### src/rtl/riscv_reset_pkg.sv
// riscv_reset_pkg: shared state/cause encodings for the reset sequencer
package riscv_reset_pkg;
  typedef enum logic [1:0] {S_HOLD, S_MEM, S_RUN} rst_state_t;
  typedef enum logic [1:0] {CAUSE_POR = 2'd0, CAUSE_BTN = 2'd1, CAUSE_WDT = 2'd2} reset_cause_t;
  function automatic int unsigned max2(input int unsigned a, input int unsigned b);
    return (a > b) ? a : b;
  endfunction
endpackage

### src/rtl/riscv_btn_debounce.sv
// riscv_btn_debounce: 2-flop synchroniser plus debounce for the board reset button
//  clk_i/reset_i : clock, synchronous active-high reset
//  btn_i         : raw async button, high = reset request
//  stable_o      : debounced button level
//  btn_req_o     : one-cycle pulse, high on the cycle the debounced level rises
module riscv_btn_debounce #(
  parameter int unsigned DEBOUNCE_CYCLES = 16
) (
  input  logic clk_i,
  input  logic reset_i,
  input  logic btn_i,
  output logic stable_o,
  output logic btn_req_o
);
  localparam int unsigned DW = $clog2(DEBOUNCE_CYCLES);
  logic          meta;
  logic          sync;
  logic [DW-1:0] dcnt;
  logic          flip;
  // the debounced level flips once sync has disagreed for DEBOUNCE_CYCLES cycles in a row
  assign flip      = (sync != stable_o) && (dcnt == DW'(DEBOUNCE_CYCLES - 1));
  assign btn_req_o = flip && sync;
  always_ff @(posedge clk_i) begin
    if (reset_i) begin
      meta     <= 1'b0;
      sync     <= 1'b0;
      stable_o <= 1'b0;
      dcnt     <= '0;
    end else begin
      meta     <= btn_i;
      sync     <= meta;
      stable_o <= flip ? sync : stable_o;
      dcnt     <= (flip || sync == stable_o) ? '0 : dcnt + 1'b1;
    end
  end
endmodule

### src/rtl/riscv_reset_seq.sv
// riscv_reset_seq: debounced button / watchdog reset sequencer releasing memory, then core
//  clk_i/reset_i : divided core clock, synchronous active-high reset
//  btn_i         : raw board reset button;  wdt_kick_i : watchdog kick from core
//  mem_rst_o/core_rst_o : active-high resets;  run_o : high in S_RUN
//  cause_o       : reset_cause_t of last sequence;  rst_cnt_o : saturating sequence count
//  Optional watchdog: define RISCV_RESET_SEQ_WDT_EN
module riscv_reset_seq
  import riscv_reset_pkg::*;
#(
  parameter int unsigned DEBOUNCE_CYCLES = 16,
  parameter int unsigned HOLD_CYCLES     = 8,
  parameter int unsigned MEM_CYCLES      = 4,
  parameter int unsigned WDT_CYCLES      = 1024
) (
  input  logic       clk_i,
  input  logic       reset_i,
  input  logic       btn_i,
  input  logic       wdt_kick_i,
  output logic       mem_rst_o,
  output logic       core_rst_o,
  output logic       run_o,
  output logic [1:0] cause_o,
  output logic [7:0] rst_cnt_o
);
  localparam int unsigned CW = $clog2(max2(HOLD_CYCLES, MEM_CYCLES) + 1);
  rst_state_t   state, state_d;
  reset_cause_t cause_q, cause_d;
  logic [CW-1:0] cnt, cnt_d;
  logic [7:0]    rcnt_d;
  logic          btn_req;
  logic          btn_stable_unused;
  logic          expire;
  riscv_btn_debounce #(.DEBOUNCE_CYCLES(DEBOUNCE_CYCLES)) u_btn (
    .clk_i    (clk_i),
    .reset_i  (reset_i),
    .btn_i    (btn_i),
    .stable_o (btn_stable_unused),
    .btn_req_o(btn_req)
  );
`ifdef RISCV_RESET_SEQ_WDT_EN
  localparam int unsigned WW = $clog2(WDT_CYCLES);
  logic [WW-1:0] wcnt;
  // a kick on the expiry cycle wins
  assign expire = (state == S_RUN) && !wdt_kick_i && (wcnt == WW'(WDT_CYCLES - 1));
  always_ff @(posedge clk_i) begin
    wcnt <= (reset_i || wdt_kick_i || state != S_RUN || state_d != S_RUN) ? '0 : wcnt + 1'b1;
  end
`else
  logic kick_unused;
  assign kick_unused = wdt_kick_i;
  assign expire      = 1'b0;
`endif
  always_comb begin
    state_d = state;
    cnt_d   = cnt + 1'b1;
    cause_d = cause_q;
    rcnt_d  = rst_cnt_o;
    if (btn_req || expire) begin
      state_d = S_HOLD;
      cnt_d   = '0;
      cause_d = btn_req ? CAUSE_BTN : CAUSE_WDT;
      rcnt_d  = rst_cnt_o + {7'd0, rst_cnt_o != 8'hFF};
    end else if (state == S_HOLD && cnt == CW'(HOLD_CYCLES - 1)) begin
      state_d = S_MEM;
      cnt_d   = '0;
    end else if (state == S_MEM && cnt == CW'(MEM_CYCLES - 1)) begin
      state_d = S_RUN;
      cnt_d   = '0;
    end else if (state == S_RUN) begin
      cnt_d   = '0;
    end
  end
  // outputs are decoded from the next state so they change on the same edge as the state
  always_ff @(posedge clk_i) begin
    if (reset_i) begin
      state      <= S_HOLD;
      cnt        <= '0;
      cause_q    <= CAUSE_POR;
      rst_cnt_o  <= 8'd0;
      mem_rst_o  <= 1'b1;
      core_rst_o <= 1'b1;
      run_o      <= 1'b0;
    end else begin
      state      <= state_d;
      cnt        <= cnt_d;
      cause_q    <= cause_d;
      rst_cnt_o  <= rcnt_d;
      mem_rst_o  <= state_d == S_HOLD;
      core_rst_o <= state_d != S_RUN;
      run_o      <= state_d == S_RUN;
    end
  end
  assign cause_o = cause_q;
endmodule

### config.mk
export PLATFORM = sky130hd
export DESIGN_NAME = riscv_reset_seq
export DESIGN_NICKNAME = d
export VERILOG_FILES = /design/src/rtl/riscv_reset_pkg.sv /design/src/rtl/riscv_btn_debounce.sv /design/src/rtl/riscv_reset_seq.sv
export SDC_FILE = /design/constraint.sdc
export NUM_CORES = 1
export LEC_CHECK = 0
export CAP_MARGIN = 0
export CORE_MARGIN = 2
export CORE_UTILIZATION = 50
export DETAILED_ROUTE_END_ITERATION = 12
export PLACE_DENSITY = 0.75
export SKIP_CTS_REPAIR_TIMING = 1
export SLEW_MARGIN = 20
export SYNTH_ARGS = -nofsm -noshare
export SYNTH_HDL_FRONTEND = slang
export SYNTH_SLANG_ARGS = --single-unit
### constraint.sdc
create_clock -name clk_i -period 2.3 [get_ports clk_i]
set_clock_uncertainty 0.2 [all_clocks]
set_input_delay 0.345 -clock clk_i [delete_from_list [all_inputs] [get_ports clk_i]]
set_output_delay 0.345 -clock clk_i [all_outputs]
set_load 0.005 [all_outputs]
==> out/metrics.cfg <==
[outcome]
status = finished, final reports clean

[synth]
synthTopCellsByCount = dfxtp_1 (25), a21oi_1 (11), nor2_1 (7)
synthArstFlopShare_pct = 0
syn_inst = 114
syn_avg_cell_area_um2 = 9.450
synth_cell_type_count = 36
synth_edf_count = 0
synthMostInstantiatedCell = dfxtp_1
synth_flop_cell = dfxtp_1
synthTopCellsByArea = dfxtp_1 (46%), a21oi_1 (5.1%), ha_1 (4.6%)
synth_top_area_share_pct = 46.46
synth.cell_area_um2 = 1077
ys_seq_area_share_pct = 46.46
yosys_warnings = 0
ys_ff_latch = 25
synth_nets = 122
synth_top_area_cell = dfxtp_1

[clocking]
cts.path.max_buffers = 2
worstSkewPairLatency_ps = 320
numCtsBuffers = 3
cts.clk_slew.worst_paths_ps = 130
numClockSinks = 25
htreeDepth = 1
cts_root_buffer = clkbuf_4
cts_tree = done

[placed_design]
portBuffers = 14
place_area_um2 = 1240
place_inst = 152
routabilityCongestion = 0.7558
dp_hpwl_um = 1399

[setup_path]
start_kind = flop
r2r-start = rst_cnt_o[4]
end_kind = flop
crit_chain = nand3_1 > nor2_1 > nand4_1 > ha_1 > ha_1 > nand4_1 > or4_1 > a21oi_1
slowest_stage = or4_1
max_stage_delay_ps = 420
cp_max_fo = 6
critPathArrivalTime_ps = 2030
cp-startpoint = rst_cnt_o[4]
required_ps = 2360
path_class = flop to flop

[floorplan]
rows = 16
fp.dieH_um = 50.42
start_util_pct = 53.81
coreArea_um2 = 2002
dieArea_um2 = 2542
fp.dieW_um = 50.42
io_pins = 17

[global_route]
grt_util_met3_pct = 2.679
grt_use_met1_pct = 23.12
use_met2_pct = 28.51
grt_pass1_wl_um = 3470
busiest_layer = met2
grtUsageTotal_pct = 17.82
grt_max_degree = 14
antenna_found_initial = 0
grt_overflow = 0
grt_pass1_vias = 798

[sta]
fmax_ghz = 0.5068
finalMaxSlewViolations = 0
fin_crit_ps = 1973
fin_setup_tns_ps = 0
hold_violations = 0
rsz0062_at_grt = false
fin_crit_sh_pct = 85.79
setup_viol = 0

[layout]
n_antenna_cell = 0
drive_gt1_share_pct = 6.202
fin_nets = 138
design_area_um2 = 1266
area_delta_synth_final_pct = 17.54
fill_cells = 180
fin_cells = 156

[drt]
vias = 869
route.antenna.remaining_nets = 0
vias_per_cell = 5.571
drtIter0Drc = 15
wl_per_cell_um = 12.33
wirelength_um = 1923
drc = 0
first_pass_iters = 4

[power_and_ir_drop]
leakage_nw = 0.4604
irDropWorstVdd_v = 0.0004275
p_per_area_nw_per_um2 = 531.8

[worst_hold_path]
min_from = u_btn.meta
hold_class = flop to flop

[flow_run]
max-cap-violations = 0

-- final cells by class --
class                      count  area, µm²  area share, %
tap                           27      33.78          2.668
clock buffer                   4      26.28          2.075
multi-input combinational     81      543.0          42.89
sequential                    25      500.5          39.53
inverter                       4      15.01          1.186
timing repair buffer          15      147.6          11.66
-- where the power goes --
part	leakage, nW	switching (mW)	internal (mW)	total, mW
sequential	0.203	0.00614	0.441	0.447
combinational	0.243	0.0159	0.0154	0.0313
clock	0.0150	0.127	0.0680	0.195
total	0.460	0.149	0.524	0.673
-- metal layers --
metal  routed length, µm  up-vias
met3                  71        5
li1                    -      440
met5                   0        -
met2                 854       23
met4                  44        0
met1                 952      401
-- state kept, by name, summed over array words and instances (netlist names) --
| register | count |
|---|---|
| u_btn.stable_o | 1 |
| u_btn.meta | 1 |
| core_rst_o | 1 |
| cause_o | 1 |
| rst_cnt_o | 8 |
| u_btn.sync | 1 |
| u_btn.dcnt | 4 |
| cnt | 4 |
| mem_rst_o | 1 |
| run_o | 1 |
| state | 2 |
-- cell families (layout without fill, tap and decap cells) --
family | Yosys count | in the layout | share of synthesized area, %
multiplexers | 2 | 2 | 1.974
AO/OA/AOI/OAI | 22 | 22 | 12.43
adder cells (fa/ha/maj) | 4 | 4 | 4.646
AND/OR/NAND/NOR | 47 | 47 | 26.95
flip-flops | 25 | 25 | 46.46
XOR/XNOR | 5 | 5 | 4.065
other | 1 | 1 | 0.3481
buffers and inverters | 8 | 23 | 3.136
-- metrics by stage --
| step | util, % | power [mW] | setup slack [ps] | hold WS, ps |
|---|---|---|---|---|
| after floorplan | - | 0.4775 | 507.3 | 213.8 |
| after detailed placement | 61.94 | 0.4880 | 350.8 | 235.8 |
| after global placement | 61.94 | 0.4858 | 385.6 | 221.2 |
| final | 63.25 | 0.6734 | 326.7 | 259.1 |
| after global routing | 63.25 | 0.6994 | 131.1 | 273.7 |
| after CTS | 63.25 | 0.6783 | 321.1 | 262.8 |
-- final timing paths --
kind                        to  cells after the start  slack, ps
setup / recovery  rst_cnt_o[6]                      8        330
hold / removal      u_btn.sync                      1        260
setup reg to reg  rst_cnt_o[6]                      8        330
hold reg to reg     u_btn.sync                      1        260
-- critical path, delay by kind of cell, from the launching register on --
family	cells	cell delay, ps
AOI/OAI and AO/OA	1	140
DFF	1	380
adders and majority gates	2	370
and+or+nand+nor	5	820
-- layout by cell type, fill, tap and decap left out, types with 2 or more instances in the layout --
master           count
xor2_1               4
o31ai_1              4
clkbuf_4             3
nand4_1              3
a21oi_1             11
ha_1                 4
dfxtp_1             25
or4bb_1              2
or4_1                3
nor2b_1              4
o21ai_0              3
nand2_1              5
nor2_1               7
nor3_1               4
nand3_1              6
and3b_1              2
nand4b_1             2
inv_1                4
clkdlybuf4s50_1     14
Power figures use the tool's default switching activity.
